<file path="config.mk">
export PLATFORM = sky130hd
export DESIGN_NAME = stream_src_gen
export DESIGN_NICKNAME = d
export VERILOG_FILES = /design/src/rtl/stream_pkg.sv /design/src/rtl/lfsr16.sv /design/src/rtl/stream_src_gen.sv
export SDC_FILE = /design/constraint.sdc
export NUM_CORES = 1
export LEC_CHECK = 0
export CAP_MARGIN = 25
export CORE_MARGIN = 5
export CORE_UTILIZATION = 45
export CTS_CLUSTER_SIZE = 16
export DETAILED_ROUTE_END_ITERATION = 7
export DONT_BUFFER_PORTS = 1
export SYNTH_ARGS = -nofsm -noshare
export SYNTH_HDL_FRONTEND = slang
export SYNTH_SLANG_ARGS = --single-unit
export TNS_END_PERCENT = 1
</file>
<file path="constraint.sdc">
create_clock -name clk -period 2.95 [get_ports clk]
set_clock_uncertainty 0.2 [all_clocks]
set_input_delay 0.4425 -clock clk [delete_from_list [all_inputs] [get_ports clk]]
set_output_delay 0.4425 -clock clk [all_outputs]
set_load 0.01 [all_outputs]
</file>
<file path="src/rtl/stream_pkg.sv">
// Shared definitions for the stream source generators: traffic modes, FSM
// states and the 16-bit gap LFSR polynomial.
package stream_pkg;

  typedef enum logic [1:0] {
    MODE_CONT  = 2'd0,
    MODE_GAP   = 2'd1,
    MODE_BURST = 2'd2,
    MODE_RAND  = 2'd3
  } mode_t;

  typedef enum logic [1:0] {
    ST_IDLE = 2'd0,
    ST_SEND = 2'd1,
    ST_GAP  = 2'd2
  } state_t;

  // Taps 16,14,13,11 of a right-shifting Fibonacci LFSR land on bits 0,2,3,5.
  localparam logic [15:0] LFSR_TAPS = 16'h002D;

  function automatic logic [15:0] lfsr_next(input logic [15:0] q);
    return {^(q & LFSR_TAPS), q[15:1]};
  endfunction

endpackage

</file>
<file path="src/rtl/lfsr16.sv">
// 16-bit Fibonacci LFSR with synchronous load (priority) and step enable.
module lfsr16
  import stream_pkg::*;
#(
  parameter logic [15:0] RST_VAL = 16'hACE1
) (
  input  logic        clk,
  input  logic        rst_n,
  input  logic        load,
  input  logic [15:0] seed,
  input  logic        advance,
  output logic [15:0] q
);

  always_ff @(posedge clk or negedge rst_n) begin
    if (!rst_n) begin
      q <= RST_VAL;
    end else if (load) begin
      q <= seed;
    end else if (advance) begin
      q <= lfsr_next(q);
    end
  end

endmodule

</file>
<file path="src/rtl/stream_src_gen.sv">
// Valid/ready stream source producing an incrementing pattern with
// continuous, gapped, counted-burst and pseudo-random-gap traffic modes.
//
// state   | meaning
// --------+-----------------------------------------------------------
// ST_IDLE | not generating; waits for start
// ST_SEND | valid=1, beat presented and held until the handshake
// ST_GAP  | valid=0 between beats (GAP: one cycle, RAND: until LFSR[0]=1)
module stream_src_gen
  import stream_pkg::*;
#(
  parameter int              DATA_W    = 32,
  parameter int              LEN_W     = 8,
  parameter logic [DATA_W-1:0] START_VAL = {{(DATA_W-1){1'b0}}, 1'b1},
  parameter logic [15:0]     LFSR_SEED = 16'hACE1
) (
  input  logic              clk,
  input  logic              rst_n,
  input  logic              start,
  input  logic              stop,
  input  logic [1:0]        mode,
  input  logic [LEN_W-1:0]  burst_len,
  output logic [DATA_W-1:0] data,
  output logic              valid,
  output logic              last,
  input  logic              ready,
  output logic              busy,
  output logic [LEN_W-1:0]  beat_cnt
);

  state_t             state;
  mode_t              mode_q;
  mode_t              mode_in;
  logic [LEN_W-1:0]   len_q;
  logic [DATA_W-1:0]  cnt;
  logic [DATA_W-1:0]  cnt_nxt;
  logic [LEN_W-1:0]   beat_nxt;
  logic [15:0]        lfsr_q;
  logic [15:0]        lfsr_peek;
  logic               hs;
  logic               lfsr_load;
  logic               lfsr_adv;

  assign mode_in   = mode_t'(mode);
  assign hs        = valid & ready;
  assign cnt_nxt   = cnt + 1'b1;
  assign beat_nxt  = beat_cnt + 1'b1;
  assign lfsr_peek = lfsr_next(lfsr_q);
  assign lfsr_load = (state == ST_IDLE) & start;
  // The LFSR value seen in a gap cycle is always a fresh one, so a beat's
  // own LFSR bit never re-triggers the cycle right after its handshake.
  assign lfsr_adv  = (mode_q == MODE_RAND) &
                     ((state == ST_GAP) | ((state == ST_SEND) & hs));

  lfsr16 #(.RST_VAL(LFSR_SEED)) u_lfsr (
    .clk     (clk),
    .rst_n   (rst_n),
    .load    (lfsr_load),
    .seed    (LFSR_SEED),
    .advance (lfsr_adv),
    .q       (lfsr_q)
  );

  always_ff @(posedge clk or negedge rst_n) begin
    if (!rst_n) begin
      state    <= ST_IDLE;
      mode_q   <= MODE_CONT;
      len_q    <= '0;
      cnt      <= START_VAL;
      data     <= '0;
      valid    <= 1'b0;
      last     <= 1'b0;
      busy     <= 1'b0;
      beat_cnt <= '0;
    end else begin
      case (state)
        ST_IDLE: begin
          if (start) begin
            mode_q   <= mode_in;
            len_q    <= burst_len;
            cnt      <= START_VAL;
            data     <= START_VAL;
            beat_cnt <= '0;
            busy     <= 1'b1;
            last     <= (mode_in == MODE_BURST) && (burst_len == '0);
            if ((mode_in == MODE_RAND) && !LFSR_SEED[0]) begin
              state <= ST_GAP;
              valid <= 1'b0;
            end else begin
              state <= ST_SEND;
              valid <= 1'b1;
            end
          end
        end
        ST_SEND: begin
          if (hs) begin
            cnt      <= cnt_nxt;
            data     <= cnt_nxt;
            beat_cnt <= beat_nxt;
            if (mode_q == MODE_BURST) begin
              if (last) begin
                state <= ST_IDLE;
                valid <= 1'b0;
                last  <= 1'b0;
                busy  <= 1'b0;
              end else begin
                last <= (beat_nxt == len_q);
              end
            end else if (stop) begin
              state <= ST_IDLE;
              valid <= 1'b0;
              busy  <= 1'b0;
            end else if (mode_q != MODE_CONT) begin
              state <= ST_GAP;
              valid <= 1'b0;
            end
          end
        end
        ST_GAP: begin
          if (stop) begin
            state <= ST_IDLE;
            busy  <= 1'b0;
          end else if ((mode_q == MODE_GAP) || lfsr_peek[0]) begin
            state <= ST_SEND;
            valid <= 1'b1;
          end
        end
        default: begin
          state <= ST_IDLE;
          valid <= 1'b0;
          last  <= 1'b0;
          busy  <= 1'b0;
        end
      endcase
    end
  end

endmodule

</file>
==> run_results.csv <==
group,metric,value,unit
worst_setup_path,crit_path_end,"data[30]",
power,comb_power_share,3.8,%
route,met3_length,720,um
route,vias,2885,
timing,finalMaxSlewViolations,0,
yosys,yosys.cell_count.top_type,"nand2_1",
worst_setup_path,worstReg2RegStart,"data[10]",
cells_and_area,number_of_inserted_diodes,0,
die,initial_core_util,45.5,%
timing,grt_setup_unrepaired,"false",
yosys,netlist-cell-type-count,47,
yosys,post_synth_instance_area,3910,sq um
timing,finalWorstPathRequiredPeriod,2400,ps
die,io_pins,58,
yosys,synth_cells,439,
worst_setup_path,worstPathArrival,2480,ps
cts,cts_inserted_buffers,9,
timing,max_slew_margin,51.3,%
worst_setup_path,worst-r2r-setup-slack,550,ps
cells_and_area,post_route_cells_drive_above_1_share,8.53,%
worst_setup_path,worst-path-max-fanout,12,
power,pwr-share-clk,44.7,%
worst_setup_path,timing.critical_path.to_type,"flop",
worst_setup_path,cp.required,3030,ps
die,core,8590,sq um
power,power_density,481,nW/um^2
route,routed_wirelength,8280,um
die,floorplan.die.width,103,um
die,floorplan.die_area,10700,sq um
route,detail_route.first_pass.iterations,4,
yosys,synthesis.nets,456,
power,netSwitchingPower,444,uW
worst_setup_path,crit_path_max_incr_delay,510,ps
worst_setup_path,critical_path.startpoint,"data[10]",
cells_and_area,nNetsFinal,434,
worst_setup_path,worst_setup_path_start_kind,"flop",
timing,layout_worst_path_cycle_share,81.4,%
route,route.met2.wl,3730,um
cts,clock_tree.root_cell,"clkbuf_8",
cts,ctsHtreeMaxLevel,3,
run_status,status,"complete, no violations",
worst_setup_path,crit-reg2reg-capture,"data[30]",
yosys,synth_flop_cell,"dfrtp_1",
worst_setup_path,timing.reg2reg.worst_path_depth,5,
die,die-height,103,um
run,max_cap_violations,0,
worst_setup_path,worstPathCellList,"and4_1, nand4_1, or3_1, or3_1, a21oi_1",
die,number_of_rows_in_the_core_area,34,
global_route,grt_first_pass_wirelength,13700,um
yosys,synth.ff_latch_count,72,
cts,cts_tree,"done",
place,numPortBuffers,0,
global_route,first_global_vias,2699,
power,ir_worst_vdd,0.271,mV
global_route,number_of_antenna_violations_at_the_first_check_in_global_routing,0,
cells_and_area,synthToLayoutAreaGrowth,5.76,%
place,detailed_place.area,3770,sq um
timing,hold_viol_final,0,
yosys,synthDominantAreaCellType,"dfrtp_1",
cts,post_cts_resized,0,
yosys,synth_top_cell_area_share,40.3,%
cts,clock_latency,350,ps
timing,maxClockFrequency,0.416,GHz
cells_and_area,stdcell_area,4140,sq um
timing,setup_violations,0,
worst_setup_path,type_of_the_worst_setup_path,"reg -> reg",
route,drt_iter0_markers,120,
place,place.gp.congestion,0.790,
hold_path,worst_hold_path_type,"in -> reg",
timing,tightest_slew,729,ps
yosys,commonest_cells_in_the_netlist,"nand2_1 (86), dfrtp_1 (63), nor2_1 (35)",
route,drcViolationCount,0,
power,swShare,22.3,%
place,post-dp-hpwl,5630,um
power,p_seq_share,51.5,%
worst_setup_path,timing.critical_path.mode_cell,"or3_1",
cts,clk_sinks,72,
power,power.internal,1540,uW
yosys,ys_async_sr_fraction,100,%
route,met1_length,3640,um
yosys,synth.area.top_cells,"dfrtp_1 (40%), nand2_1 (8.3%), dfstp_2 (6.0%), buf_4 (6.0%), xnor2_1 (5.4%)",
worst_setup_path,cell_with_the_largest_stage_delay_on_the_worst_path,"dfrtp_1",
yosys,synth_enable_flop_cells,0,
global_route,overflow,0,
yosys,yosysWarningCount,0,
cells_and_area,fin_util,48.1,%
route,highest_layer,"met4",
global_route,global_route.usage.total,16.4,%
route,wl_per_cell,15.6,um
yosys,syn_area_per_cell,8.91,sq um
timing,setup_total_negative_slack,0,ps
power,p_leak,0.00181,uW
power,totalPowerFinal,1990,uW
global_route,pin_count_of_the_biggest_net_entering_global_routing,73,
yosys,seq_area_frac_synth,46.4,%
cts,clock_slew_at_the_register_clock_pins_of_the_worst_setup_and_hold_paths,80,ps
route,antenna_left,0,
route,routed_via_density,5.44,
cts,clock_tree.buffer_depth,2,
==> logic make-up after synthesis <==
kind of cell / count (synthesis) / share of synthesized area (%)
flip-flops: 72 / 46.4
multiplexers: 1 / 0.256
AO/OA/AOI/OAI: 66 / 10.6
buffers and inverters: 57 / 8.67
XOR/XNOR: 38 / 8.51
AND/OR/NAND/NOR: 203 / 25.0
adder cells (fa/ha/maj): 2 / 0.640
==> final cells by class <==
cell class                 count  area [sq um]
tap                          108           135
fill                         824          4460
inverter                       7          26.3
timing repair buffer          17           175
multi-input combinational    310          1760
sequential                    72          1810
clock buffer                  10           138
clock inverter                 6          90.1
==> registers in the layout (all words and copies together), names as in the netlist <==
signal / cells
data: 31
u_lfsr.q: 16
len_q: 8
beat_cnt: 8
cnt: 2
state: 2
valid: 1
mode_q: 2
last: 1
busy: 1
==> metal layers <==
layer | global-route usage [%] | vias up
met4 | 7.07 | 0
met2 | 24.4 | 87
met1 | 20.9 | 1352
met5 | 0 | -
li1 | - | 1431
met3 | 7.18 | 15
==> power groups by stage <==
stage / clock network, uW / logic, uW / registers [uW]
2_1_floorplan: 0 / 38.5 / 1040
3_3_place_gp: 0 / 39.5 / 1040
3_5_place_dp: 0 / 40.7 / 1040
4_1_cts: 917 / 77.5 / 1020
5_1_grt: 958 / 86.6 / 1030
6_report: 890 / 75.3 / 1020
==> timing repair <==
| item | in CTS | in global routing |
|---|---|---|
| setup buffers | 0 | 0 |
| endpoints found under the hold margin | 82 | 0 |
| hold buffers | 12 | 0 |
==> layout by cell type, fill, tap and decap left out, drive strengths merged, types with 4 or more instances in the layout <==
| cell type | instances |
|---|---|
| nor2b | 4 |
| dlygate4sd3 | 11 |
| a21oi | 26 |
| nor4 | 9 |
| buf | 6 |
| xnor2 | 24 |
| dfstp | 9 |
| nor2 | 35 |
| xor2 | 14 |
| or3 | 9 |
| nand2 | 86 |
| dfrtp | 63 |
| and4 | 7 |
| a31oi | 4 |
| and2 | 5 |
| nand4 | 7 |
| o21ai | 20 |
| clkbuf | 10 |
| inv | 8 |
| nand3 | 21 |
| o211ai | 5 |
| nor3 | 7 |
==> metrics by stage <==
step,hold WS [ps],instances,worst slack [ps]
2_1_floorplan,-53.1,439,760
3_3_place_gp,-50.8,502,618
3_5_place_dp,-50.7,502,567
4_1_cts,25.2,530,544
5_1_grt,35.1,530,408
6_report,43.6,530,548
==> worst max-delay path: cells and delay by family (launching register included) <==
family | cells | cell delay (ps)
compound gates | 1 | 150
flops | 1 | 510
simple gates | 4 | 1470
==> worst min path at each step <==
stage | from | endpoint | slack (ps) | cells after the start
CTS | burst_len[7] | len_q[7] | 30 | 2
finish | burst_len[7] | len_q[7] | 40 | 2
floorplan | rst_n | beat_cnt[0] | -50 | 0
global placement | rst_n | data[13] | -50 | 0
detailed placement | rst_n | data[14] | -50 | 0
global route | burst_len[7] | len_q[7] | 40 | 2
No activity file was read; power rests on OpenSTA's default activity.
